## src/rtl/bit_length_pipe_pkg.sv

```systemverilog
// Shared constants and helpers for the pipelined bit-length / leading-zero-count unit.
package bit_length_pipe_pkg;

    localparam logic MODE_LEN = 1'b0;
    localparam logic MODE_LZC = 1'b1;

    function automatic int clog2(input int value);
        int res;
        res = 0;
        while ((1 << res) < value) res++;
        return res;
    endfunction

endpackage

```

## src/rtl/bit_length_chunk.sv

```systemverilog
// Combinational per-chunk priority encoder: non-zero flag and local bit length (0..CHUNK).
// Zero latency, no flow control.
module bit_length_chunk
    import bit_length_pipe_pkg::*;
#(
    parameter int CHUNK = 8,
    parameter int LOC_W = clog2(CHUNK + 1)
) (
    input  logic [CHUNK-1:0] chunk_i,
    output logic             nz_o,
    output logic [LOC_W-1:0] loc_o
);

    always_comb begin
        loc_o = '0;
        for (int b = 0; b < CHUNK; b++) begin
            if (chunk_i[b]) loc_o = LOC_W'(b + 1);
        end
        nz_o = |chunk_i;
    end

endmodule

```

## src/rtl/bit_length_pipe.sv

```systemverilog
// Bit length / leading-zero count of a WIDTH-bit operand; 2-stage pipe, result 2 edges after accept.
// Valid/ready both sides; in_ready follows out_ready combinationally so a full pipe streams without bubbles.
module bit_length_pipe
    import bit_length_pipe_pkg::*;
#(
    parameter int   WIDTH = 64,
    parameter int   CHUNK = 8,
    localparam int  LEN_W = clog2(WIDTH + 1)
) (
    input  logic             clk,
    input  logic             rstn,
    input  logic             in_valid,
    output logic             in_ready,
    input  logic [WIDTH-1:0] in_num,
    input  logic             in_mode,
    output logic             out_valid,
    input  logic             out_ready,
    output logic [LEN_W-1:0] out_len,
    output logic             out_zero,
    output logic             out_mode
);

    localparam int NCH   = WIDTH / CHUNK;
    localparam int LOC_W = clog2(CHUNK + 1);

    logic                       s1_en;
    logic                       s2_en;

    logic [NCH-1:0]             nz_d;
    logic [NCH-1:0][LOC_W-1:0]  loc_d;

    logic                       s1_valid_q;
    logic                       s1_mode_q;
    logic [NCH-1:0]             s1_nz_q;
    logic [NCH-1:0][LOC_W-1:0]  s1_loc_q;

    logic [LEN_W-1:0]           raw_len;
    logic [LEN_W-1:0]           len_d;
    logic                       zero_d;

    logic                       s2_valid_q;
    logic [LEN_W-1:0]           len_q;
    logic                       zero_q;
    logic                       mode_q;

    assign s2_en    = !s2_valid_q || out_ready;
    assign s1_en    = !s1_valid_q || s2_en;
    assign in_ready = s1_en;

    for (genvar g = 0; g < NCH; g++) begin : g_chunk
        bit_length_chunk #(
            .CHUNK (CHUNK),
            .LOC_W (LOC_W)
        ) u_chunk (
            .chunk_i (in_num[g*CHUNK +: CHUNK]),
            .nz_o    (nz_d[g]),
            .loc_o   (loc_d[g])
        );
    end

    always_ff @(posedge clk) begin
        if (!rstn) begin
            s1_valid_q <= 1'b0;
        end else if (s1_en) begin
            s1_valid_q <= in_valid;
        end
    end

    // Stage-1 payload needs no reset: it is only ever consumed alongside s1_valid_q.
    always_ff @(posedge clk) begin
        if (s1_en && in_valid) begin
            s1_nz_q   <= nz_d;
            s1_loc_q  <= loc_d;
            s1_mode_q <= in_mode;
        end
    end

    // Highest non-zero chunk wins; later iterations overwrite earlier ones.
    always_comb begin
        raw_len = '0;
        for (int c = 0; c < NCH; c++) begin
            if (s1_nz_q[c]) raw_len = LEN_W'(c * CHUNK) + LEN_W'(s1_loc_q[c]);
        end
        zero_d = ~|s1_nz_q;
        len_d  = raw_len;
        case (s1_mode_q)
            MODE_LEN: len_d = raw_len;
            MODE_LZC: len_d = LEN_W'(WIDTH) - raw_len;
        endcase
    end

    always_ff @(posedge clk) begin
        if (!rstn) begin
            s2_valid_q <= 1'b0;
            len_q      <= '0;
            zero_q     <= 1'b0;
            mode_q     <= 1'b0;
        end else if (s2_en) begin
            s2_valid_q <= s1_valid_q;
            if (s1_valid_q) begin
                len_q  <= len_d;
                zero_q <= zero_d;
                mode_q <= s1_mode_q;
            end
        end
    end

    assign out_valid = s2_valid_q;
    assign out_len   = len_q;
    assign out_zero  = zero_q;
    assign out_mode  = mode_q;

endmodule

```

## config.mk

```make
export PLATFORM = sky130hd
export DESIGN_NAME = bit_length_pipe
export DESIGN_NICKNAME = d
export VERILOG_FILES = /design/src/rtl/bit_length_pipe_pkg.sv /design/src/rtl/bit_length_chunk.sv /design/src/rtl/bit_length_pipe.sv
export SDC_FILE = /design/constraint.sdc
export NUM_CORES = 1
export LEC_CHECK = 0
export CAP_MARGIN = 20
export CORE_MARGIN = 1.5
export CORE_UTILIZATION = 47
export DETAILED_ROUTE_END_ITERATION = 6
export DONT_BUFFER_PORTS = 1
export SLEW_MARGIN = 10
export SYNTH_ARGS = -nofsm -noshare
export SYNTH_HDL_FRONTEND = slang
export SYNTH_SLANG_ARGS = --single-unit
export TNS_END_PERCENT = 5
```

## constraint.sdc

```tcl
create_clock -name clk -period 2.4 [get_ports clk]
set_input_delay 0.48 -clock clk [delete_from_list [all_inputs] [get_ports clk]]
set_output_delay 0.48 -clock clk [all_outputs]
set_load 0.05 [all_outputs]
```

Yosys cells after proc, flatten, opt, wreduce, memory -nomap -nowiden
Cells that the tools add are included.
- multiply operators: 0
- equality and inequality tests: 0
- shifts and indexed selects: 0
- divide/modulo/power cells: 0
- order comparisons: 0
- $add $sub $neg: 8
- reductions and logical operators: 16
- bitwise operators: 1
- multiplexer cells: 65
- operators by type and width (operator ; number):
    $mux 3 ; 32
    $reduce_or 8->1 ; 9
    $mux 7 ; 7
    $mux 2 ; 16
    $add 6x4->7 const A ; 4
    $pmux 7 s2 ; 1
    $add 5x4->6 const A ; 2
    $mux 1 ; 8
    $sub 7x7->7 const A ; 1
    $add 4x4->5 const A ; 1
    $mux 4 ; 1
    $logic_not 1->1 ; 3
    $logic_or 1x1->1 ; 2
    $reduce_and 2->1 ; 1
    $logic_and 1x1->1 ; 1
    $not 1->1 ; 1
- memory bits (writable): 0
- input bits: 69
- memories kept: 0
- ROM bits: 0
- bits in latches: 0
- output and inout port bits: 11
- word-level logic and storage cells: 105
- bits in registers: 52

Logic depth before layout (Yosys ltp)
Gate-level depths: netlist of run 1.
- depth after elaboration: 10
- depth in mapped cells: 10
- depth with buffers taken out: 9

By module
From an unflattened synthesis of run 1, not the netlist that was laid out.
- cell total of the unflattened synthesis: 295
- area, all modules: 2800.2 um^2
- by module, submodules not included (module ; seq. area each (um^2) ; instances ; cells each ; area an instance (um^2)):
    bit_length_pipe ; 1451.4 ; 1 ; 175 ; 2169.6
    bit_length_chunk ; 0.0 ; 8 ; 15 ; 78.8

Worst setup path after synthesis of run 1
OpenSTA, ideal clock, no wires.
- path type: reg2reg
- start point: register s2_valid_q (netlist: out_valid)
- end point: register s1_loc_q[0] (netlist name), enable pin
- library setup time: 0.402 ns
- path slack: -0.154 ns
- buffers on the path: 0
- data arrival time: 2.152 ns
- period minus slack after synthesis: 2.554 ns
- stages on the path, launching flop included: 4
- data required time: 1.998 ns
- cell sequence: dfxtp_1 > nor2b_1 > nand2_1 > and2_1
- cells in the longest elaborated chain, start to end: 4
- ends and longest elaborated chain (element ; RTL line ; source):
    from (decl) ; bit_length_pipe.sv:41 ; logic s2_valid_q;
    from (signal assigned) ; bit_length_pipe.sv:99 ; s2_valid_q <= s1_valid_q;
    $logic_not 1->1 ; bit_length_pipe.sv:46 ; assign s2_en = !s2_valid_q || out_ready;
    $logic_or 1x1->1 ; bit_length_pipe.sv:46 ;
    $logic_or 1x1->1 ; bit_length_pipe.sv:47 ; assign s1_en = !s1_valid_q || s2_en;
    via in_ready ; bit_length_pipe.sv:13 ; output logic in_ready,
    $logic_and 1x1->1 ; bit_length_pipe.sv:71 ; if (s1_en && in_valid) begin
    to (signal assigned) ; bit_length_pipe.sv:73 ; s1_loc_q <= loc_d;
    to (decl) ; bit_length_pipe.sv:35 ; logic [NCH-1:0][LOC_W-1:0] s1_loc_q;
The timed path passes the listed nets, and every way through them passes these cells.
A chain may end at the register's enable or synchronous reset.

Worst setup path in the final report of run 1
- start point: register s1_nz_q[1]
- end point: register len_q[5] (netlist: out_len[5])
- cells in the longest elaborated chain, start to end: 9
- ends and longest elaborated chain (element ; RTL line ; source):
    from (decl) ; bit_length_pipe.sv:34 ; logic [NCH-1:0] s1_nz_q;
    from (signal assigned) ; bit_length_pipe.sv:72 ; s1_nz_q <= nz_d;
    $mux 7 (7 in a row) ; bit_length_pipe.sv:82 ; if (s1_nz_q[c]) raw_len = LEN_W'(c * CHUNK) + LEN_W'(s1_loc_q[c]);
    $sub 7x7->7 ; bit_length_pipe.sv:88 ; MODE_LZC: len_d = LEN_W'(WIDTH) - raw_len;
    $pmux 7 s2 ; bit_length_pipe.sv:86 ; case (s1_mode_q)
    to (signal assigned) ; bit_length_pipe.sv:101 ; len_q <= len_d;
    to (decl) ; bit_length_pipe.sv:42 ; logic [LEN_W-1:0] len_q;
No other way between the ends.

==> impl_metrics.py, run 1 <==
metrics = {
    "sta": {
        "period_share_pct": 92.3,
        "tightest_slew_ns": 0.919,
        "clock.fmax_mhz": 451,
        "skew_ns": 0.00555,
        "timing.slew.headroom_pct": 38.8,
        "period_minus_slack_ns": 2.22,
        "layout_setup_ws_ns": 0.185,
        "drv_slew": 0,
        "finalSetupViolCount": 0,
        "hold_viol": 0,
    },
    "pwr": {
        "vdd_drop_max_mv": 0.348,
        "p_per_area_nw_per_um2": 596,
        "p_leak_nw": 1.02,
        "total_power_mw": 1.73,
    },
    "floorplanning": {
        "die_h_um": 78.2,
        "die_w_um": 78.2,
        "start_util_pct": 48.5,
        "die-area_sq_um": 6110,
        "ios": 80,
        "core_area_sq_um": 5470,
        "rows": 27,
    },
    "routing": {
        "vias": 2068,
        "ant_nets": 0,
        "drtIter0Drc": 53,
        "wl_per_cell_um": 15.0,
        "wl_mm": 5.37,
        "via_per_inst": 5.76,
        "dr.pass1.iters": 4,
        "drc": 0,
    },
    "logic_synthesis": {
        "syn_nets": 344,
        "ys_types": 45,
        "async_flop_share_pct": 0,
        "synthCells": 274,
        "synth_edf_count": 41,
        "yosys_warnings": 0,
        "synth_flop_cell": "edfxtp_1",
        "synth-seq-area-share_pct": 54.6,
        "syn-cell-area_sq_um": 2660,
        "syn_area_per_cell_sq_um": 9.69,
        "synth-seq-cells": 52,
    },
    "grt": {
        "grt_pass1_wl_mm": 8.10,
        "grt_pass1_vias": 1831,
        "grt_antenna_before_repair": 0,
        "grt_max_degree": 42,
        "grt.overflow.total": 0,
        "track_usage_pct": 17.2,
    },
    "clock_network": {
        "clockRootBuffer": "clkbuf_8",
        "clock_path_buffers": 2,
        "cts_tree": "done",
        "cts-htree-levels": 2,
        "cts.clk_slew.worst_paths_ns": 0.09,
        "numCtsBuffers": 5,
        "worstSkewPairLatency_ns": 0.31,
        "cts.sinks": 52,
    },
    "worst_setup_path": {
        "reg2reg_depth": 7,
        "worst_ep_required_time_ns": 2.60,
        "regToRegEndpoint": "out_len[5]$_SDFFE_PN0P_",
        "critPathCaptureType": "register",
        "r2r_slack_ns": 0.18,
        "worstPathArrival_ns": 2.42,
        "reg2reg_from": "s1_nz_q[1]$_DFFE_PP_",
        "startpoint_type": "register",
        "critPathMaxFanout": 5,
        "crit_type": "register to register",
    },
    "hold_path": {
        "hold_depth": 0,
        "min_to": "s1_loc_q[31]$_SDFFCE_PP1P_",
        "hold_start": "in_num[63]",
        "holdCritPathClass": "primary input to register",
    },
    "placement": {
        "routabilityCongestion": 0.868,
        "placed_area_sq_um": 2760,
        "port_buffers": 0,
        "detailed_place_hpwl_mm": 4.00,
        "dp_slack_ns": 0.137,
    },
    "cells_and_area": {
        "syn_to_final_growth_pct": 9.28,
        "design_area_sq_um": 2900,
        "layout.nets": 356,
        "drive_gt1_share_pct": 8.36,
        "diodes": 0,
    },
    "status": {
        "status": "complete, no violations",
    },
    "job": {
        "cap_viol_max_count": 0,
    },
}
## worst max-delay path, stage by stage (launching register included)
cell and delay, ns:
edfxtp_1 0.44, buf_4 0.18, a211o_1 0.25, and3_1 0.18
o41a_1 0.36, a221oi_1 0.35, mux2i_1 0.28, o21ai_2 0.07
## layer usage
metal / track usage [%] / up-vias / routed length, um
met4: 5.89 / 0 / 51
li1: - / 1051 / -
met3: 4.65 / 4 / 256
met2: 29.2 / 68 / 2620
met1: 21.0 / 945 / 2450
met5: 0 / - / 0
## how the worst max path moves through the flow
stage	startpoint	endpoint	slack (ns)	cells past startpoint
after CTS	s1_nz_q[3]$_DFFE_PP_	out_len[4]$_SDFFE_PN0P_	0.11	9
after floorplan	out_valid$_SDFFE_PN0P_	s1_loc_q[0]$_SDFFCE_PP0P_	0.24	3
after global routing	s1_nz_q[3]$_DFFE_PP_	out_len[4]$_SDFFE_PN0P_	-0.0007	10
final	s1_nz_q[1]$_DFFE_PP_	out_len[5]$_SDFFE_PN0P_	0.18	7
after detailed placement	s1_nz_q[3]$_DFFE_PP_	out_len[4]$_SDFFE_PN0P_	0.14	9
after global placement	s1_nz_q[3]$_DFFE_PP_	out_len[4]$_SDFFE_PN0P_	0.26	9
## Yosys cell counts, types with 3 or more instances
cell type | count | area share [%]
a211oi_1 | 3 | 0.85
a21oi_1 | 33 | 6.2
a221oi_1 | 6 | 2.0
dfxtp_1 | 11 | 8.3
edfxtp_1 | 41 | 46
inv_1 | 21 | 3.0
nand2_1 | 26 | 3.7
nand2b_1 | 3 | 0.71
nand3_1 | 3 | 0.57
nor2_1 | 38 | 5.4
nor2b_1 | 5 | 1.2
nor4_1 | 16 | 3.8
o211ai_1 | 5 | 1.4
o21ai_0 | 17 | 3.2
o21bai_1 | 8 | 2.3
## area by class of cell
| type | count | area, sq um |
|---|---|---|
| well taps | 72 | 90.1 |
| multi-input cells | 198 | 1130 |
| flip-flops and latches | 52 | 1450 |
| repair buffers | 8 | 60.1 |
| clock buffers | 6 | 72.6 |
| inverters | 21 | 78.8 |
| clock inverters | 2 | 16.3 |
| fillers | 510 | 2570 |
## through the flow
stage / std cells / utilization (%) / TNS [ns] / hold WS [ns]
2_1_floorplan: 274 / - / 0 / 0.496
3_5_place_dp: 347 / 50.4 / 0 / 0.522
3_3_place_gp: 347 / 50.4 / 0 / 0.514
5_1_grt: 359 / 53.0 / -0.000707 / 0.238
6_report: 359 / 53.0 / 0 / 0.260
4_1_cts: 355 / 52.0 / 0 / 0.251
## cells in the final DEF (no fill, tap or decap), drive strengths merged, types with 3 or more instances in the layout
cell / n
edfxtp: 41
nor2: 39
a21oi: 33
nand2: 26
inv: 21
o21ai: 19
nor4: 16
dfxtp: 11
o21bai: 8
buf: 8
nor2b: 6
clkbuf: 6
a221oi: 6
o211ai: 5
nand2b: 3
a211oi: 3
nand3: 3
## logic make-up (layout without fill, tap and decap cells)
logic type / after synthesis / after routing / synth area share [%]
compound gates: 91 / 91 / 22.0
xor+xnor: 1 / 1 / 0.330
fa+ha+maj: 1 / 1 / 0.471
buf+inv: 24 / 37 / 3.72
flops: 52 / 52 / 54.6
mux: 1 / 1 / 0.377
simple gates: 104 / 104 / 18.5
## power breakdown
group          leakage, nW  internal (mW)  switching (mW)  total [mW]
logic                0.502         0.0614          0.0883       0.150
clock network       0.0414          0.208           0.287       0.495
registers            0.478           1.03          0.0575        1.09
total                 1.02           1.30           0.433        1.73
## what timing repair did
action,in CTS,in global routing
buffers inserted,0,4
hold buffers,0,0
gates resized for setup,0,5
endpoints found under the hold margin,0,0
endpoints found under the setup margin,0,2
## registers in the layout, indices dropped and copies added (netlist names)
signal and flops:
out_len 7, s1_mode_q 1, s1_loc_q 32, out_zero 1, out_mode 1, s1_nz_q 8
out_valid 1, s1_valid_q 1
No activity file was read; power rests on OpenSTA's default activity.
==> run 2, diff against run 1 <==
Settings changed: CTS_BUF_LIST set to sky130_fd_sc_hd__clkbuf_2 sky130_fd_sc_hd__clkbuf_4 sky130_fd_sc_hd__clkbuf_8.
Clock period 2.4 ns to 2.63 ns, I/O delays scaled along.
==> impl_metrics.py, run 2 (same netlist as run 1, synthesis figures left out) <==
metrics = {
    "floorplanning": {
        "ios": 80,
        "core_area_sq_um": 5470,
        "rows": 27,
        "die_w_um": 78.2,
        "die-area_sq_um": 6110,
        "die_h_um": 78.2,
        "start_util_pct": 48.5,
    },
    "sta": {
        "fin_tns_setup_ns": 0,
        "period_share_pct": 86.2,
        "layout_setup_ws_ns": 0.362,
        "tightest_slew_ns": 0.519,
        "drv_slew": 0,
        "grt_setup_unrepaired": "no",
        "period_minus_slack_ns": 2.27,
        "timing.slew.headroom_pct": 65.3,
        "clock.fmax_mhz": 441,
        "skew_ns": 0.00296,
        "hold_ws_ns": 0.311,
        "hold_viol": 0,
        "finalSetupViolCount": 0,
    },
    "hold_path": {
        "hold_start": "in_num[23]",
        "holdCritPathClass": "primary input to register",
    },
    "worst_setup_path": {
        "critPathMaxStageDelay_ns": 0.51,
        "worstPathArrival_ns": 2.51,
        "r2r_slack_ns": 0.36,
        "slowest_stage": "edfxtp_1",
        "critPathMaxFanout": 9,
        "crit_type": "register to register",
        "worst_ep_required_time_ns": 2.87,
        "path_cells": "nor2_2 > o221ai_1 > o211ai_1 > nand2_1 > ha_1 > inv_1 > a221oi_1 > or3_1 > a31oi_1",
        "critPathCaptureType": "register",
        "startpoint_type": "register",
        "setup.worst_path.start": "s1_nz_q[5]$_DFFE_PP_",
        "reg2reg_from": "s1_nz_q[5]$_DFFE_PP_",
    },
    "grt": {
        "grt_pass1_vias": 1951,
        "grt_max_degree": 42,
        "grtUsageMet2_pct": 30.8,
        "use_met3_pct": 3.95,
        "grt.overflow.total": 0,
        "grt_pass1_wl_mm": 8.52,
        "track_usage_pct": 17.9,
        "gr-usage-met1_pct": 22.0,
        "grt_antenna_before_repair": 0,
        "busiest_layer": "met2",
    },
    "cells_and_area": {
        "drive_gt1_share_pct": 5.65,
        "design_area_sq_um": 2840,
        "largest_reg_flops": 32,
        "layout_commonest_cell": "edfxtp_1",
        "layout.nets": 352,
        "regMostFlops": "s1_loc_q",
        "fillers": 539,
        "diodes": 0,
        "final_cell_mix": "edfxtp_1, nor2_1, a21oi_1",
        "syn_to_final_growth_pct": 7.07,
    },
    "placement": {
        "placed_area_sq_um": 2760,
        "routabilityCongestion": 0.889,
        "port_buffers": 0,
        "detailed_place_hpwl_mm": 4.07,
        "dp_slack_ns": 0.395,
    },
    "routing": {
        "dr.pass1.iters": 4,
        "vias": 2052,
        "wl_per_cell_um": 15.0,
        "ant_nets": 0,
        "wl_mm": 5.32,
        "drtIter0Drc": 77,
        "drc": 0,
        "via_per_inst": 5.78,
    },
    "clock_network": {
        "hold_buffers": 0,
        "cts.clk_slew.worst_paths_ns": 0.09,
        "clockRootBuffer": "clkbuf_8",
        "cts.sinks": 52,
        "numCtsBuffers": 5,
        "postCtsResizedCells": 0,
        "post_cts_buffers": 0,
        "cts-htree-levels": 2,
        "cts_tree": "done",
        "clock_path_buffers": 2,
        "worstSkewPairLatency_ns": 0.30,
    },
    "job": {
        "cap_viol_max_count": 0,
    },
    "status": {
        "status": "complete, no violations",
    },
    "pwr": {
        "vdd_drop_max_mv": 0.311,
        "p_per_area_nw_per_um2": 552,
        "p_leak_nw": 1.00,
    },
}
[run 2: routing by layer]
layer	share of wire (%)	wire length [um]
met5	0	0
met4	1.7	93
met3	5.1	269
met2	48	2540
met1	45	2420
[run 2: layout make-up]
type	count	area [sq um]	share of cell area (%)
Clock buffer	5	68.8	2.42
Clock inverter	3	17.5	0.616
Inverter	21	78.8	2.77
Multi-Input combinational cell	198	1110	38.9
Sequential cell	52	1450	51.0
Tap cell	72	90.1	3.17
Timing Repair Buffer	4	30.0	1.06
[run 2: final timing paths]
path / to / cells after the start
max: out_len[4]$_SDFFE_PN0P_ / 9
min: s1_loc_q[11]$_SDFFCE_PP1P_ / 0
max reg2reg: out_len[4]$_SDFFE_PN0P_ / 9
min reg2reg: out_valid$_SDFFE_PN0P_ / 2
[run 2: worst max-delay path, delay by kind of cell (launching register included)]
family	cells	cell delay (ns)
AO/OA/AOI/OAI	4	0.64
adder cells (fa/ha/maj)	1	0.25
buffers and inverters	1	0.08
flip-flops	1	0.51
AND/OR/NAND/NOR	3	0.73
[run 2: through the flow]
| stage | power (mW) | instances | util, % |
|---|---|---|---|
| 6_report | 1.57 | 355 | 52.0 |
| 4_1_cts | 1.59 | 355 | 52.0 |
| 3_5_place_dp | 1.14 | 347 | 50.4 |
| 2_1_floorplan | 1.11 | 274 | - |
| 5_1_grt | 1.65 | 355 | 52.0 |
| 3_3_place_gp | 1.14 | 347 | 50.4 |
[run 2: power breakdown]
group	switching, mW	internal [mW]	total [mW]
Sequential	0.0527	0.937	0.990
Combinational	0.0780	0.0547	0.133
Clock	0.261	0.186	0.447
